**src/rtl/apb_timer.sv**
```systemverilog
// ---------------------------------------------------------------------------
// apb_timer: zero-wait-state APB down-counting timer with interrupt.
//
// Register map (selected by PADDR[3:2], PADDR[1:0] ignored, anything with
// PADDR[ADDR_WIDTH-1:4] != 0 reads as zero and ignores writes):
//   0x0 CTRL   : bit0 EN, bit1 PERIODIC, bit2 IE, bits[15:8] PRESCALE
//   0x4 LOAD   : reload value, RW (a write also loads VALUE)
//   0x8 VALUE  : current count, RO
//   0xC STATUS : bit0 FLAG, write-1-to-clear
//
// Build option:
//   APB_TIMER_PRESCALER_EN - when defined, CTRL[15:8] holds PRESCALE and an
//   8-bit prescaler (PCNT) divides the tick rate by PRESCALE+1. When
//   undefined, the timer ticks on every enabled cycle, CTRL[15:8] is RAZ/WI
//   and no prescaler flops are built.
//
// Ports:
//   HCLK     - clock, shared with the AHB-to-APB bridge
//   HRESETn  - asynchronous active-low reset
//   PSEL     - slave select
//   PENABLE  - access phase
//   PADDR    - byte address
//   PWRITE   - 1 = write, 0 = read
//   PWDATA   - write data
//   PRDATA   - registered read data, captured on the read setup edge
//   IRQ      - registered level interrupt, FLAG && IE delayed by one cycle
// ---------------------------------------------------------------------------
module apb_timer #(
  parameter int unsigned ADDR_WIDTH = 32,
  // Only 32 is supported.
  parameter int unsigned DATA_WIDTH = 32
) (
  input  logic                  HCLK,
  input  logic                  HRESETn,
  input  logic                  PSEL,
  input  logic                  PENABLE,
  input  logic [ADDR_WIDTH-1:0] PADDR,
  input  logic                  PWRITE,
  input  logic [DATA_WIDTH-1:0] PWDATA,
  output logic [DATA_WIDTH-1:0] PRDATA,
  output logic                  IRQ
);

  // Register offsets as decoded from PADDR[3:2].
  localparam logic [1:0] RegCtrl   = 2'd0;
  localparam logic [1:0] RegLoad   = 2'd1;
  localparam logic [1:0] RegValue  = 2'd2;
  localparam logic [1:0] RegStatus = 2'd3;

  localparam logic [DATA_WIDTH-1:0] One = DATA_WIDTH'(1);

  // -------------------------------------------------------------------------
  // Bus decode
  // -------------------------------------------------------------------------
  logic       addr_hit;
  logic [1:0] reg_sel;
  logic       wr_access;
  logic       rd_setup;
  logic       wr_ctrl;
  logic       wr_load;
  logic       wr_status;

  assign addr_hit  = (PADDR[ADDR_WIDTH-1:4] == '0);
  assign reg_sel   = PADDR[3:2];
  assign wr_access = PSEL & PENABLE & PWRITE & addr_hit;
  // Reads are captured on the setup edge so PRDATA is stable for the whole
  // access phase; out-of-range reads still capture (as zero).
  assign rd_setup  = PSEL & ~PENABLE & ~PWRITE;

  assign wr_ctrl   = wr_access & (reg_sel == RegCtrl);
  assign wr_load   = wr_access & (reg_sel == RegLoad);
  assign wr_status = wr_access & (reg_sel == RegStatus);

  // PADDR[1:0] and the reserved PWDATA bits are intentionally ignored.
  logic unused_bus_bits;
  assign unused_bus_bits = ^{PADDR[1:0], PWDATA};

  // -------------------------------------------------------------------------
  // State
  // -------------------------------------------------------------------------
  logic                  en_q, en_d;
  logic                  periodic_q, periodic_d;
  logic                  ie_q, ie_d;
  logic [DATA_WIDTH-1:0] load_q, load_d;
  logic [DATA_WIDTH-1:0] value_q, value_d;
  logic                  flag_q, flag_d;
  logic [DATA_WIDTH-1:0] prdata_q, prdata_d;
  logic                  irq_q, irq_d;

  logic                  tick;
  logic                  expire;
  logic [7:0]            prescale_rd;

  // -------------------------------------------------------------------------
  // Tick generation
  // -------------------------------------------------------------------------
`ifdef APB_TIMER_PRESCALER_EN
  logic [7:0] prescale_q, prescale_d;
  logic [7:0] pcnt_q, pcnt_d;

  assign tick        = en_q & (pcnt_q == prescale_q);
  assign prescale_rd = prescale_q;

  always_comb begin
    prescale_d = prescale_q;
    if (wr_ctrl) begin
      prescale_d = PWDATA[15:8];
    end
  end

  // Restarting the prescaler on any CTRL write makes the first tick after a
  // (re)configuration land exactly PRESCALE+1 cycles later.
  always_comb begin
    pcnt_d = pcnt_q + 8'd1;
    if (!en_q || wr_ctrl || tick) begin
      pcnt_d = 8'd0;
    end
  end

  always_ff @(posedge HCLK or negedge HRESETn) begin
    if (!HRESETn) begin
      prescale_q <= 8'd0;
      pcnt_q     <= 8'd0;
    end else begin
      prescale_q <= prescale_d;
      pcnt_q     <= pcnt_d;
    end
  end
`else
  assign tick        = en_q;
  assign prescale_rd = 8'd0;
`endif

  // A tick with the counter already at zero is the expiry event.
  assign expire = tick & (value_q == '0);

  // -------------------------------------------------------------------------
  // Next-state logic
  // -------------------------------------------------------------------------
  always_comb begin
    en_d       = en_q;
    periodic_d = periodic_q;
    ie_d       = ie_q;
    // CTRL write takes priority over the one-shot self-disable.
    if (wr_ctrl) begin
      en_d       = PWDATA[0];
      periodic_d = PWDATA[1];
      ie_d       = PWDATA[2];
    end else if (expire && !periodic_q) begin
      en_d = 1'b0;
    end
  end

  always_comb begin
    load_d = load_q;
    if (wr_load) begin
      load_d = PWDATA;
    end
  end

  // A LOAD write overrides whatever the tick would have done to VALUE.
  always_comb begin
    value_d = value_q;
    if (wr_load) begin
      value_d = PWDATA;
    end else if (tick) begin
      if (value_q != '0) begin
        value_d = value_q - One;
      end else if (periodic_q) begin
        value_d = load_q;
      end else begin
        value_d = '0;
      end
    end
  end

  // Set beats W1C so an expiry is never lost to a racing clear.
  always_comb begin
    flag_d = flag_q;
    if (expire) begin
      flag_d = 1'b1;
    end else if (wr_status && PWDATA[0]) begin
      flag_d = 1'b0;
    end
  end

  always_comb begin
    prdata_d = prdata_q;
    if (rd_setup) begin
      prdata_d = '0;
      if (addr_hit) begin
        unique case (reg_sel)
          RegCtrl:   prdata_d = {{(DATA_WIDTH-16){1'b0}}, prescale_rd, 5'b0,
                                 ie_q, periodic_q, en_q};
          RegLoad:   prdata_d = load_q;
          RegValue:  prdata_d = value_q;
          RegStatus: prdata_d = {{(DATA_WIDTH-1){1'b0}}, flag_q};
          default:   prdata_d = '0;
        endcase
      end
    end
  end

  assign irq_d = flag_q & ie_q;

  // -------------------------------------------------------------------------
  // Registers
  // -------------------------------------------------------------------------
  always_ff @(posedge HCLK or negedge HRESETn) begin
    if (!HRESETn) begin
      en_q       <= 1'b0;
      periodic_q <= 1'b0;
      ie_q       <= 1'b0;
      load_q     <= '0;
      value_q    <= '0;
      flag_q     <= 1'b0;
      prdata_q   <= '0;
      irq_q      <= 1'b0;
    end else begin
      en_q       <= en_d;
      periodic_q <= periodic_d;
      ie_q       <= ie_d;
      load_q     <= load_d;
      value_q    <= value_d;
      flag_q     <= flag_d;
      prdata_q   <= prdata_d;
      irq_q      <= irq_d;
    end
  end

  assign PRDATA = prdata_q;
  assign IRQ    = irq_q;

endmodule

```
**config.mk**
```make
export PLATFORM = sky130hd
export DESIGN_NAME = apb_timer
export DESIGN_NICKNAME = d
export VERILOG_FILES = /design/src/rtl/apb_timer.sv
export SDC_FILE = /design/constraint.sdc
export NUM_CORES = 1
export LEC_CHECK = 0
export ABC_AREA = 1
export CORE_MARGIN = 2
export CORE_UTILIZATION = 54
export CTS_CLUSTER_DIAMETER = 100
export DETAILED_ROUTE_END_ITERATION = 10
export GPL_ROUTABILITY_DRIVEN = 0
export GPL_TIMING_DRIVEN = 0
export PLACE_DENSITY_LB_ADDON = 0.15
export SLEW_MARGIN = 30
export SYNTH_ARGS = -nofsm -noshare
export SYNTH_HDL_FRONTEND = slang
export SYNTH_SLANG_ARGS = --single-unit
```
**constraint.sdc**
```tcl
create_clock -name HCLK -period 2.25 [get_ports HCLK]
set_clock_uncertainty 0.05 [all_clocks]
set_input_delay 0.5625 -clock HCLK [delete_from_list [all_inputs] [get_ports HCLK]]
set_output_delay 0.5625 -clock HCLK [all_outputs]
set_load 0.02 [all_outputs]
```
**Word-level counts from Yosys, hierarchy flattened**

Index checks and enable logic that the tools add are counted.

- Output and inout bits: 33
- Bits in registers: 101
- Input port bits: 69

- Equality and inequality tests: 3
- Reductions and logical operators: 10
- Muxes and demuxes: 10
- Bitwise operators: 12
- $add $sub $neg: 1

Operator list:

| cell | number |
|---|---|
| 32-bit two-way mux | 5 |
| 32-bit case mux with 4 select lines | 1 |
| 32-bit logical NOT | 1 |
| 32-bit nonzero test | 1 |
| 32-bit by 1-bit subtractor with 32-bit output (second input constant) | 1 |
| 28-bit logical NOT | 1 |
| 1-bit AND | 10 |
| 2-bit nonzero test | 3 |
| 2-bit equality test (second input constant) | 2 |
| 1-bit two-way mux | 4 |
| 2-bit by 1-bit equality test with 1-bit output (second input constant) | 1 |
| 1-bit logical AND | 2 |
| 2-bit logical NOT | 1 |
| 1-bit inverter | 2 |
| 1-bit logical NOT | 1 |

**Depth between registers and ports, before layout**

- Word-level depth: 7
- Depth in mapped cells: 13
- Mapped depth without buffers: 12

**Worst setup path after synthesis**

No wires, ideal clock.

- Path type: input to register
- From: input PADDR[11]
- To: register value_q[0]
- Data arrival time: 1730 ps
- Path slack: 353 ps
- Stages: 11
- Setup time: 117 ps
- Cells stage by stage: nor2_1 nand2_1 nor2_1 nand2_1 nor2_4 nand3_4 clkbuf_1 nand3_1 nand3_1 nand2_1 nand2_1

- Cells in the longest elaborated chain, start to end: 4
- Elaborated cells on any way between the ends: 5

RTL lines:

| what | line | source |
|---|---|---|
| from (decl) | 37 | `input logic [ADDR_WIDTH-1:0] PADDR,` |
| 28-bit logical NOT (*) | 63 | `assign addr_hit = (PADDR[ADDR_WIDTH-1:4] == '0);` |
| 1-bit AND (*) | 65 | `assign wr_access = PSEL & PENABLE & PWRITE & addr_hit;` |
| 1-bit AND (*) | 71 | `assign wr_load = wr_access & (reg_sel == RegLoad);` |
| 32-bit two-way mux or 2-bit nonzero test (tied branches) | - |  |
| to (signal assigned) | 224 | `value_q <= value_d;` |
| to (decl) | 85 | `logic [DATA_WIDTH-1:0] value_q, value_d;` |

Every way passes the cells marked *; elsewhere a longest branch is shown, timed or not.
A chain may end at the register's enable or synchronous reset.

**Worst setup path after layout**

- From: input PADDR[3]
- To: register prdata_q[12], in the netlist PRDATA[12]

- Cells in the longest elaborated chain, start to end: 3
- Elaborated cells on any way between the ends: 6

RTL lines:

| what | line | source |
|---|---|---|
| 2-bit equality test, or another cell as far along | 192 | `unique case (reg_sel)` |
| 32-bit case mux with 4 select lines (*) | 192 |  |
| 32-bit two-way mux (*) | 191 | `if (addr_hit) begin` |
| to (signal assigned) | 226 | `prdata_q <= prdata_d;` |
| to (decl) | 87 | `logic [DATA_WIDTH-1:0] prdata_q, prdata_d;` |

Marks and branches as above.

==> run summary <==
Maximum clock rate - 0.462 GHz
Arr. time, crit path - 2.41 ns
Buf/Inv on CP - 3
Wire per inst - 15.8 microns
CTS buffer count - 9
CP Cell Sequence - clkdlybuf4s50_1 > clkbuf_2 > nand2_2 > clkbuf_2 > o22ai_1 > nand3_1 > nand2_1
Pre-CTS setup slack - -0.675 ns
First-pass DRT Iterations - 5
DRT Wirelength - 18300 microns
Crit path kind - in -> reg
Via count of the first global-routing pass - 6078
Drc violations - 0
ANT nets after route - 0
Vias per cell - 5.52
First-pass GRT wire length - 30500 microns
Final Hold Vio Count - 0
Critical path's slowest cell - clkdlybuf4s50_1
Worst path max stage delay - 0.56 ns
CTS Root Buffer Type - clkbuf_16
Status - complete, no violations
Syn Inst Count - 897
Slew margin rel. - 0.578
Max Cap Viol - 0
1st-iter DRT viols - 555
Filler cells - 989
ANT cells - 0
Finished Layout Cells - 1158
Setup crit end kind - register
Yosys reg bits - 101
Global route overflow - 0
CTS tree - yes
CTS Hold Bufs - 0
Syn_nets - 968
Core ar. - 0.0110 sq mm
Total GRT Usage - 0.308
Async S/R FF share, synth - 1.00
Pin count of the biggest net entering global routing - 69
Commonest non-fill, non-tap cell in the layout - nand2_1
Fraction of layout cells with a size suffix above 1 - 0.0874
Area occupied by multi-input gates - 0.00313 sq mm
Top_reg_cell synth - dfrtp_1
Final nets - 1084
Clk slew on worst S/H paths - 0.07 ns
Std-Cell Rows - 38
Die Wd - 111 microns
PD cells - 489 mW/mm^2
Fin crit period - 2.16 ns
Syn avg cell area - 6.84 sq um
Port Buffers - 99
Antenna violations before repair - 0
I/O Pins - 102
Post-synth EDFFs - 0
Vert. Die Dim - 111 microns
CP Max Fanout - 10
Placed cell count - 1137
CP required - 2.49 ns
Hold WS - 0.0384 ns
H-tree levels - 3
Worst setup SP type - input pin
Worst Hold Class - in -> async
Worst skew pair latency - 0.36 ns
Total number of vias - 6392
Cell family with most CP delay - buffers and inverters
Netlist cell types - 32
Starting Density - 0.559
Mapped Area - 0.00614 sq mm
Die area - 0.0122 sq mm
Post-DP HPWL - 13400 microns
Tightest Pin Transition - 0.634 ns
FF/Latch Area - 0.00253 sq mm
Peak VDD IR - 0.544 mV
Yosys warns - 0
Clk sink count - 101
Final setup margin - 0.0852 ns
Fin. max-slew vios - 0
Cell mode on critical path - clkbuf_2
Commonest cells after routing, fill and taps aside - 336 x nand2_1, 101 x dfrtp_1, 98 x clkdlybuf4s50_1
Clock buffer depth - 2
Register area share after synthesis - 0.412
Leakage - 4.16 nW
Final setup fails - 0
Area Overhead vs Synth - 26.4%
Final period utilization - 0.962
==> registers in the layout, summed over array words and instances (netlist names) <==
register	count
flag_q	1
value_q	32
load_q	32
ie_q	1
periodic_q	1
PRDATA	32
en_q	1
IRQ	1
==> per-stage QoR <==
stage / utilization / total power, mW / setup TNS [ns] / instance area [sq um]
6_report: 0.706 / 3.79 / 0 / 7760
5_1_grt: 0.706 / 3.90 / -0.0467 / 7760
4_1_cts: 0.701 / 3.80 / 0 / 7700
3_5_place_dp: 0.668 / 2.09 / -44.64 / 7330
3_3_place_gp: 0.665 / 2.08 / -375.36 / 7300
2_1_floorplan: - / 1.91 / 0 / 6140
==> final cells by class <==
| class | instances | share of cell area |
|---|---|---|
| Buffer | 37 | 0.0274 |
| Clock buffer | 13 | 0.0335 |
| Sequential cell | 101 | 0.326 |
| Tap cell | 140 | 0.0226 |
| Timing Repair Buffer | 105 | 0.136 |
| Multi-Input combinational cell | 673 | 0.404 |
| Clock inverter | 3 | 0.00871 |
| Inverter | 86 | 0.0416 |
==> path summary, 6_finish.rpt <==
kind | start | slack [ns] | cells past startpoint | to
setup / recovery | PADDR[3] | 0.09 | 7 | PRDATA[12]$_DFFE_PN0P_
hold / removal | HRESETn | 0.04 | 1 | PRDATA[31]$_DFFE_PN0P_
setup reg to reg | value_q[22]$_DFFE_PN0P_ | 0.14 | 12 | value_q[25]$_DFFE_PN0P_
hold reg to reg | PRDATA[26]$_DFFE_PN0P_ | 0.43 | 2 | PRDATA[26]$_DFFE_PN0P_
max in group asynchronous | HRESETn | 1.46 | 2 | PRDATA[11]$_DFFE_PN0P_
min in group HCLK | PRDATA[26]$_DFFE_PN0P_ | 0.43 | 2 | PRDATA[26]$_DFFE_PN0P_
==> timing repair <==
item | in CTS | in global routing
gates resized for setup | 6 | 37
setup buffers | 3 | 2
setup endpoints to repair | 79 | 75
pin swaps | 2 | 1
==> cell families (layout without fill, tap and decap cells) <==
family	Yosys count	in the layout	synth area share
AO/OA/AOI/OAI	80	80	0.0734
XOR/XNOR	14	14	0.0200
adder cells (fa/ha/maj)	2	2	0.00408
buffers and inverters	123	244	0.0820
flip-flops	101	101	0.412
AND/OR/NAND/NOR	577	577	0.409
==> cell usage after synthesis (4+ instances only) <==
library cell	n	area share
nand2_1	338	0.21
nand2_2	4	0.0041
nor2_2	7	0.0071
inv_1	81	0.050
clkbuf_1	21	0.013
xor2_1	14	0.020
nor2_1	92	0.056
buf_4	4	0.0049
nand3_1	98	0.080
a21oi_1	5	0.0041
inv_2	5	0.0031
dfrtp_1	101	0.41
o22ai_1	21	0.021
nand4_1	18	0.018
nor2_4	5	0.0092
o21ai_0	48	0.039
buf_2	9	0.0073
nand3_2	9	0.015
==> report_power, final <==
group          switching (mW)  internal, mW  total [mW]
combinational           0.122         0.128       0.250
clock                   0.690          1.04        1.73
sequential        0.000000187          1.81        1.81
total                   0.812          2.98        3.79
==> metal layers <==
layer	up-vias	track usage	wire length, microns
met4	0	0.112	493
met2	345	0.473	8100
met1	2937	0.439	8100
met5	-	0	0
li1	3079	-	-
met3	31	0.0527	1640
(Power assumes the default switching activity.)
